--- src/rtl/bldc_pkg.sv ---
// rtl/bldc_pkg.sv - shared types and commutation tables for the BLDC drive
package bldc_pkg;

  typedef enum logic [1:0] {
    OFF   = 2'd0,
    START = 2'd1,
    RUN   = 2'd2
  } state_t;

  localparam int NUM_STEPS = 6;

  function automatic logic [2:0] hall_to_step_cw(input logic [2:0] hall);
    case (hall)
      3'd1:    return 3'd4;
      3'd2:    return 3'd0;
      3'd3:    return 3'd5;
      3'd4:    return 3'd2;
      3'd5:    return 3'd3;
      3'd6:    return 3'd1;
      default: return 3'd0;
    endcase
  endfunction

  function automatic logic [2:0] hall_to_step_ccw(input logic [2:0] hall);
    case (hall)
      3'd1:    return 3'd1;
      3'd2:    return 3'd3;
      3'd3:    return 3'd2;
      3'd4:    return 3'd5;
      3'd5:    return 3'd0;
      3'd6:    return 3'd4;
      default: return 3'd0;
    endcase
  endfunction

  // Returns {hin, lo_en}; bit 0 = R, bit 1 = S, bit 2 = T.
  function automatic logic [5:0] step_to_gates(input logic [2:0] step);
    case (step)
      3'd0:    return {3'b001, 3'b100};
      3'd1:    return {3'b001, 3'b010};
      3'd2:    return {3'b010, 3'b100};
      3'd3:    return {3'b010, 3'b001};
      3'd4:    return {3'b100, 3'b001};
      3'd5:    return {3'b100, 3'b010};
      default: return 6'b000000;
    endcase
  endfunction

endpackage

--- src/rtl/pwm_gen.sv ---
// rtl/pwm_gen.sv - free-running PWM counter with duty sampled at period wrap
module pwm_gen #(
  parameter int BITS = 8
) (
  input  logic            clk,
  input  logic            rst,
  input  logic [BITS-1:0] duty,
  output logic            pwm_on
);

  logic [BITS-1:0] cnt;
  logic [BITS-1:0] duty_q;

  // duty only moves at the wrap so a period is never cut short or stretched
  always_ff @(posedge clk) begin
    if (rst) begin
      cnt    <= '0;
      duty_q <= '0;
    end else begin
      cnt <= cnt + BITS'(1);
      if (cnt == '1) duty_q <= duty;
    end
  end

  assign pwm_on = cnt < duty_q;

endmodule

--- src/rtl/bldc_commutator.sv ---
// rtl/bldc_commutator.sv - BLDC forced start / hall commutation with dead-time and low-side PWM
module bldc_commutator
  import bldc_pkg::*;
#(
  parameter int CLK_DIV       = 2700,
  parameter int PWM_BITS      = 8,
  parameter int DEAD_CLKS     = 8,
  parameter int START_TICKS   = 110,
  parameter int WINDOW_TICKS  = 1024,
  parameter int RUN_MIN_EDGES = 2
) (
  input  logic                clk,
  input  logic                rst,
  input  logic                enable,
  input  logic                dir,
  input  logic [PWM_BITS-1:0] duty,
  input  logic [2:0]          hall,
  output logic [2:0]          hin,
  output logic [2:0]          lin_n,
  output logic [2:0]          step,
  output logic                running,
  output logic                hall_fault,
  output logic [7:0]          edge_count
);

  localparam int DIV_W   = $clog2(CLK_DIV);
  localparam int START_W = $clog2(START_TICKS + 1);
  localparam int WIN_W   = $clog2(WINDOW_TICKS + 1);
  localparam int DEAD_W  = $clog2(DEAD_CLKS + 1);
  localparam logic [2:0] LAST_STEP = 3'(NUM_STEPS - 1);

  state_t              state_q, state_d;
  logic [2:0]          hall_m, hall_s, hall_d;
  logic                hall_edge, hall_valid;
  logic [DIV_W-1:0]    div_cnt;
  logic                tick;
  logic [START_W-1:0]  start_cnt;
  logic                start_adv;
  logic [WIN_W-1:0]    win_cnt;
  logic [7:0]          edge_cnt, edge_count_q;
  logic                fault_q;
  logic [2:0]          step_q, step_d, step_last;
  logic                gates_active;
  logic [DEAD_W-1:0]   dead_cnt;
  logic [2:0]          hin_q, lin_n_q;
  logic                pwm_on;
  logic [5:0]          gates;
  logic [2:0]          lo_drive;

  assign hall_edge  = hall_s != hall_d;
  assign hall_valid = (hall_s != 3'b000) && (hall_s != 3'b111);
  assign tick       = div_cnt == DIV_W'(CLK_DIV - 1);
  assign start_adv  = tick && (start_cnt == START_W'(START_TICKS - 1));

  // Hall synchroniser, free-running prescaler and speed window.
  always_ff @(posedge clk) begin
    if (rst) begin
      hall_m       <= '0;
      hall_s       <= '0;
      hall_d       <= '0;
      div_cnt      <= '0;
      win_cnt      <= '0;
      edge_cnt     <= '0;
      edge_count_q <= '0;
    end else begin
      hall_m  <= hall;
      hall_s  <= hall_m;
      hall_d  <= hall_s;
      div_cnt <= tick ? '0 : div_cnt + DIV_W'(1);
      if (tick && (win_cnt == WIN_W'(WINDOW_TICKS - 1))) begin
        win_cnt      <= '0;
        edge_count_q <= edge_cnt;
        edge_cnt     <= hall_edge ? 8'd1 : 8'd0;
      end else begin
        if (tick) win_cnt <= win_cnt + WIN_W'(1);
        if (hall_edge && (edge_cnt != 8'hFF)) edge_cnt <= edge_cnt + 8'd1;
      end
    end
  end

  always_ff @(posedge clk) begin
    if (rst || (state_q != START)) start_cnt <= '0;
    else if (tick) start_cnt <= start_adv ? '0 : start_cnt + START_W'(1);
  end

  always_ff @(posedge clk) begin
    if (rst || !enable) fault_q <= 1'b0;
    else if ((state_q == RUN) && !hall_valid) fault_q <= 1'b1;
  end

  always_ff @(posedge clk) begin
    if (rst) state_q <= OFF;
    else     state_q <= state_d;
  end

  // A latched fault keeps the FSM parked in OFF until enable drops.
  always_comb begin
    state_d = state_q;
    if (!enable) begin
      state_d = OFF;
    end else begin
      case (state_q)
        OFF:     if (!fault_q) state_d = START;
        START:   if (edge_count_q >= 8'(RUN_MIN_EDGES)) state_d = RUN;
        RUN: begin
          if (!hall_valid) state_d = OFF;
          else if (edge_count_q < 8'(RUN_MIN_EDGES)) state_d = START;
        end
        default: state_d = OFF;
      endcase
    end
  end

  always_comb begin
    step_d = step_q;
    if (state_d == RUN) begin
      if (hall_valid) step_d = dir ? hall_to_step_cw(hall_s) : hall_to_step_ccw(hall_s);
    end else if ((state_q == START) && (state_d == START) && start_adv) begin
      if (dir) step_d = (step_q == LAST_STEP) ? 3'd0 : step_q + 3'd1;
      else     step_d = (step_q == 3'd0) ? LAST_STEP : step_q - 3'd1;
    end
  end

  always_ff @(posedge clk) begin
    if (rst) step_q <= '0;
    else     step_q <= step_d;
  end

  pwm_gen #(
    .BITS(PWM_BITS)
  ) u_pwm (
    .clk   (clk),
    .rst   (rst),
    .duty  (duty),
    .pwm_on(pwm_on)
  );

  assign gates    = step_to_gates(step_q);
  assign lo_drive = gates[2:0] & {3{pwm_on}};

  // Any new step blanks every gate for DEAD_CLKS before its pattern is driven.
  always_ff @(posedge clk) begin
    if (rst) begin
      step_last    <= '0;
      gates_active <= 1'b0;
      dead_cnt     <= '0;
      hin_q        <= 3'b000;
      lin_n_q      <= 3'b111;
    end else begin
      step_last <= step_q;
      if ((state_d == OFF) || (step_q != step_last)) begin
        gates_active <= 1'b0;
        dead_cnt     <= '0;
        hin_q        <= 3'b000;
        lin_n_q      <= 3'b111;
      end else if (gates_active || (dead_cnt == DEAD_W'(DEAD_CLKS - 1))) begin
        gates_active <= 1'b1;
        hin_q        <= gates[5:3];
        lin_n_q      <= ~lo_drive;
      end else begin
        dead_cnt <= dead_cnt + DEAD_W'(1);
        hin_q    <= 3'b000;
        lin_n_q  <= 3'b111;
      end
    end
  end

  assign hin        = hin_q;
  assign lin_n      = lin_n_q;
  assign step       = step_q;
  assign running    = state_q == RUN;
  assign hall_fault = fault_q;
  assign edge_count = edge_count_q;

endmodule

--- config.mk ---
export PLATFORM = sky130hd
export DESIGN_NAME = bldc_commutator
export DESIGN_NICKNAME = d
export VERILOG_FILES = /design/src/rtl/bldc_pkg.sv /design/src/rtl/pwm_gen.sv /design/src/rtl/bldc_commutator.sv
export SDC_FILE = /design/constraint.sdc
export NUM_CORES = 1
export LEC_CHECK = 0
export CAP_MARGIN = 20
export CORE_MARGIN = 2
export CORE_UTILIZATION = 40
export CTS_BUF_LIST = sky130_fd_sc_hd__clkbuf_4
export DETAILED_ROUTE_END_ITERATION = 10
export GPL_ROUTABILITY_DRIVEN = 1
export PLACE_DENSITY_LB_ADDON = 0.12
export SETUP_SLACK_MARGIN = 0.5
export SYNTH_ARGS = -nofsm -noshare
export SYNTH_HDL_FRONTEND = slang
export SYNTH_SLANG_ARGS = --single-unit
--- constraint.sdc ---
create_clock -name clk -period 4.7 [get_ports clk]
set_input_delay 0.94 -clock clk [delete_from_list [all_inputs] [get_ports clk]]
set_output_delay 0.94 -clock clk [all_outputs]
set_load 0.03 [all_outputs]
==> results.toml <==
[power_and_ir_drop]
power.static_leakage_uw = 0.001669
intPower_uw = 1037
power.ir.vdd_worst_mv = 0.1096
power.clock.fraction_pct = 36.4
switching_share_pct = 23.81
p_seq_share_pct = 58.5
power.switching_uw = 324.1
power-per-cell-area_nw_per_um2 = 290.2
fin_total_pwr_uw = 1361
combPwrFrac_pct = 5.1

[floorplan]
rows = 36
io_pins = 34
design.die.area_um2 = 11100
core_region_area_um2 = 9864
die_w_um = 105.3
chipHeight_um = 105.3
start_util_pct = 41.64

[clocking]
max-clock-path-buffers = 2
cts_tree = "built"
cts.reportedPaths.clkPinSlew_ns = 0.14
cts_setup_buffers = 0
postCtsResizedCells = 0
clk_root_buffer_cell = "sky130_fd_sc_hd__clkbuf_4"
htreeDepth = 3
cts_sinks = 91
cts_made_buffers = 9
worst_skew_pair.late_latency_ns = 0.45
cts.hold.buffers_added = 0

[yosys]
synth_commonest_cells = "sky130_fd_sc_hd__dfxtp_1, sky130_fd_sc_hd__nor2_1, sky130_fd_sc_hd__nand2_1"
synth_largest_type_area_fraction_pct = 44.35
synth-async-reset-ratio_pct = 0
count_of_flip_flops_with_a_built_in_enable_after_synthesis = 0
synthesis.nets = 493
synth_compound_gate_area_share_pct = 7.828
synthesis.yosys.warnings = 0
synthMuxAreaShare_pct = 2.680
synth_area_leaders = "sky130_fd_sc_hd__dfxtp_1, sky130_fd_sc_hd__xor2_1, sky130_fd_sc_hd__nor2_1, sky130_fd_sc_hd__ha_1, sky130_fd_sc_hd__xnor2_1"
seq_area_frac_synth_pct = 44.35
syn_inst = 461
largest_family_of_logic_cells_by_synthesized_area = "simple AND/OR/NAND/NOR gates"
synth_area_leader_cell = "sky130_fd_sc_hd__dfxtp_1"
synthesis.area_per_instance_um2 = 8.910
synth.lib_cells_used.distinct = 49
cell_area_after_technology_mapping_um2 = 4108
yosys_register_bits = 91
post_synthesis_xor_xnor_area_fraction_pct = 9.808
synth_most_common_cell = "sky130_fd_sc_hd__dfxtp_1"
post_synthesis_simple_gate_area_fraction_pct = 26.71
share_of_synthesized_cell_area_in_full_adder_half_adder_and_majority_cells_pct = 5.178
postSynth.topFlopCell = "sky130_fd_sc_hd__dfxtp_1"

[critical_path]
worst_setup_path_end_kind = "flip-flop"
cp_cell_sequence = "or4b_1, or4_1, or3_1, nand2b_1, nor2_1"
slowest_stage_cell_on_the_critical_path = "sky130_fd_sc_hd__or4_1"
max_incr_delay_on_cp_ns = 0.63
setup.worst_path.class = "flip-flop to flip-flop"
reg2reg_setup_slack_ns = 1.79
timing.critical_path.required_ns = 5.02
worstPathArrival_ns = 3.23
crit_path_max_fanout = 16
start_kind = "flip-flop"

[sta]
final.period_utilization_pct = 61.93
timing.fmax_mhz = 343.6
maxSlewHeadroom_pct = 41.64
grt_setup_unrepaired = "no"
totalNegativeSetupSlack_ns = 0
report.final.setup_viol = 0
worst_pin_slew_ns = 0.8534
skew_ns = 0.01741
fin_crit_ns = 2.911
timing.final.max_slew_violations = 0
finalHoldViolations = 0
whs_ns = 0.4575

[worst_hold_path]
worst_hold_path_type = "flip-flop to flip-flop"

[final_layout]
finalNetCount = 519
num_antenna_cells = 0
fillerInstances = 952
area.growth.synth_to_final_pct = 14.19
drive_gt1_share_pct = 5.081

[global_route]
first_global_vias = 2882
grt_remaining_overflow = 0
antenna_found_initial = 0
grtUsageTotal_pct = 14.64
wire_length_of_the_first_global_routing_pass_mm = 13.26
grt_start_max_net_pins = 46

[detailed_routing]
route.vias.total = 3083
avgRoutedWirePerCell_um = 11.80
routed_wl_mm = 7.377
initialDrtViolationCount = 89
avgViaCountPerCell = 4.933
drc = 0
ant_nets = 0
drt_pass1_iterations = 4

[job]
max_cap_violations = 0

[placed_design]
gp_routability_congestion = 0.8096
detailed_place_hpwl_mm = 5.304
port-buffer-count = 33

[status]
outcome = "completed"
power by group through the flow:
stage	clock [uW]	combinational, uW	sequential, uW
final	496	68.9	797
after detailed placement	0	69.5	814
after floorplan	0	52.1	808
after global placement	0	68.6	813
after CTS	514	70.0	797
after global routing	543	78.9	800
layout make-up:
class | count | area, um^2 | share of cell area, %
timing repair buffer | 34 | 337.8 | 7.202
clock buffer | 9 | 67.56 | 1.440
clock inverter | 7 | 100.1 | 2.134
multi-input combinational | 337 | 2145 | 45.72
inverter | 14 | 52.55 | 1.120
tap | 133 | 166.4 | 3.548
sequential | 91 | 1822 | 38.84
registers in the layout, indices dropped and copies added, names as in the netlist:
name / flops
dead_cnt: 4
div_cnt: 12
edge_cnt: 8
edge_count: 8
gates_active: 1
hall_d: 3
hall_fault: 1
hall_m: 3
hall_s: 3
hin: 3
lin_n: 3
start_cnt: 7
state_q: 2
step: 3
step_last: 3
u_pwm.cnt: 8
u_pwm.duty_q: 8
win_cnt: 11
final timing paths:
path / startpoint / to / depth (start not counted)
setup / recovery: div_cnt[2]$_SDFF_PP0_ / win_cnt[0]$_SDFFE_PP0P_ / 5
hold reg to reg: hall_m[1]$_SDFF_PP0_ / hall_s[1]$_SDFF_PP0_ / 1
setup reg to reg: div_cnt[2]$_SDFF_PP0_ / win_cnt[0]$_SDFFE_PP0P_ / 5
hold / removal: hall_m[1]$_SDFF_PP0_ / hall_s[1]$_SDFF_PP0_ / 1
through the flow:
stage | cell area, um^2 | std cells | setup WS (ns) | utilization [%]
after detailed placement | 4523 | 609 | 1.624 | 45.85
after floorplan | 4108 | 461 | 2.319 | -
after CTS | 4691 | 625 | 1.781 | 47.55
final | 4691 | 625 | 1.789 | 47.55
after global routing | 4691 | 625 | 1.594 | 47.55
after global placement | 4523 | 609 | 1.783 | 45.85
kinds of logic (layout without fill, tap and decap cells):
group                      after synthesis  count (layout)
AOI/OAI and AO/OA                       51              51
and+or+nand+nor                        212             212
xor gates and xnor gates                46              46
buffers and inverters                   33              64
muxes                                   11              11
adders and majority gates               17              17
DFF                                     91              91
cells in the final DEF (no fill, tap or decap), drive strengths merged, types with 2 or more instances in the layout:
cell type,n
nor3,8
mux2i,11
nor2b,14
clkinv,3
and3,8
bufinv,2
nand4,12
clkdlybuf4s50,33
or4,2
ha,17
nor4,6
a211oi,4
inv,16
a21oi,19
dfxtp,91
or4b,3
nand3,25
or3,7
a21o,2
nand4b,2
nor3b,6
nor2,65
o21ai,10
xor2,29
o21a,3
xnor2,17
and2,4
nand3b,4
nand2b,6
a31oi,3
o22ai,2
clkbuf,9
nand2,37
layer usage:
layer / up-vias / global-route usage [%] / share of wire [%]
li1: 1622 / - / -
met1: 1409 / 20.18 / 52
met2: 41 / 21.84 / 42
met3: 11 / 2.474 / 3.1
met4: 0 / 7.714 / 2.4
met5: - / 0 / 0
worst max-delay path: cells and delay by family (launching register included):
family | cells | cell delay (ns)
flops | 1 | 0.38
simple gates | 5 | 2.40
Note: power is estimated with default switching activity, not from simulation.
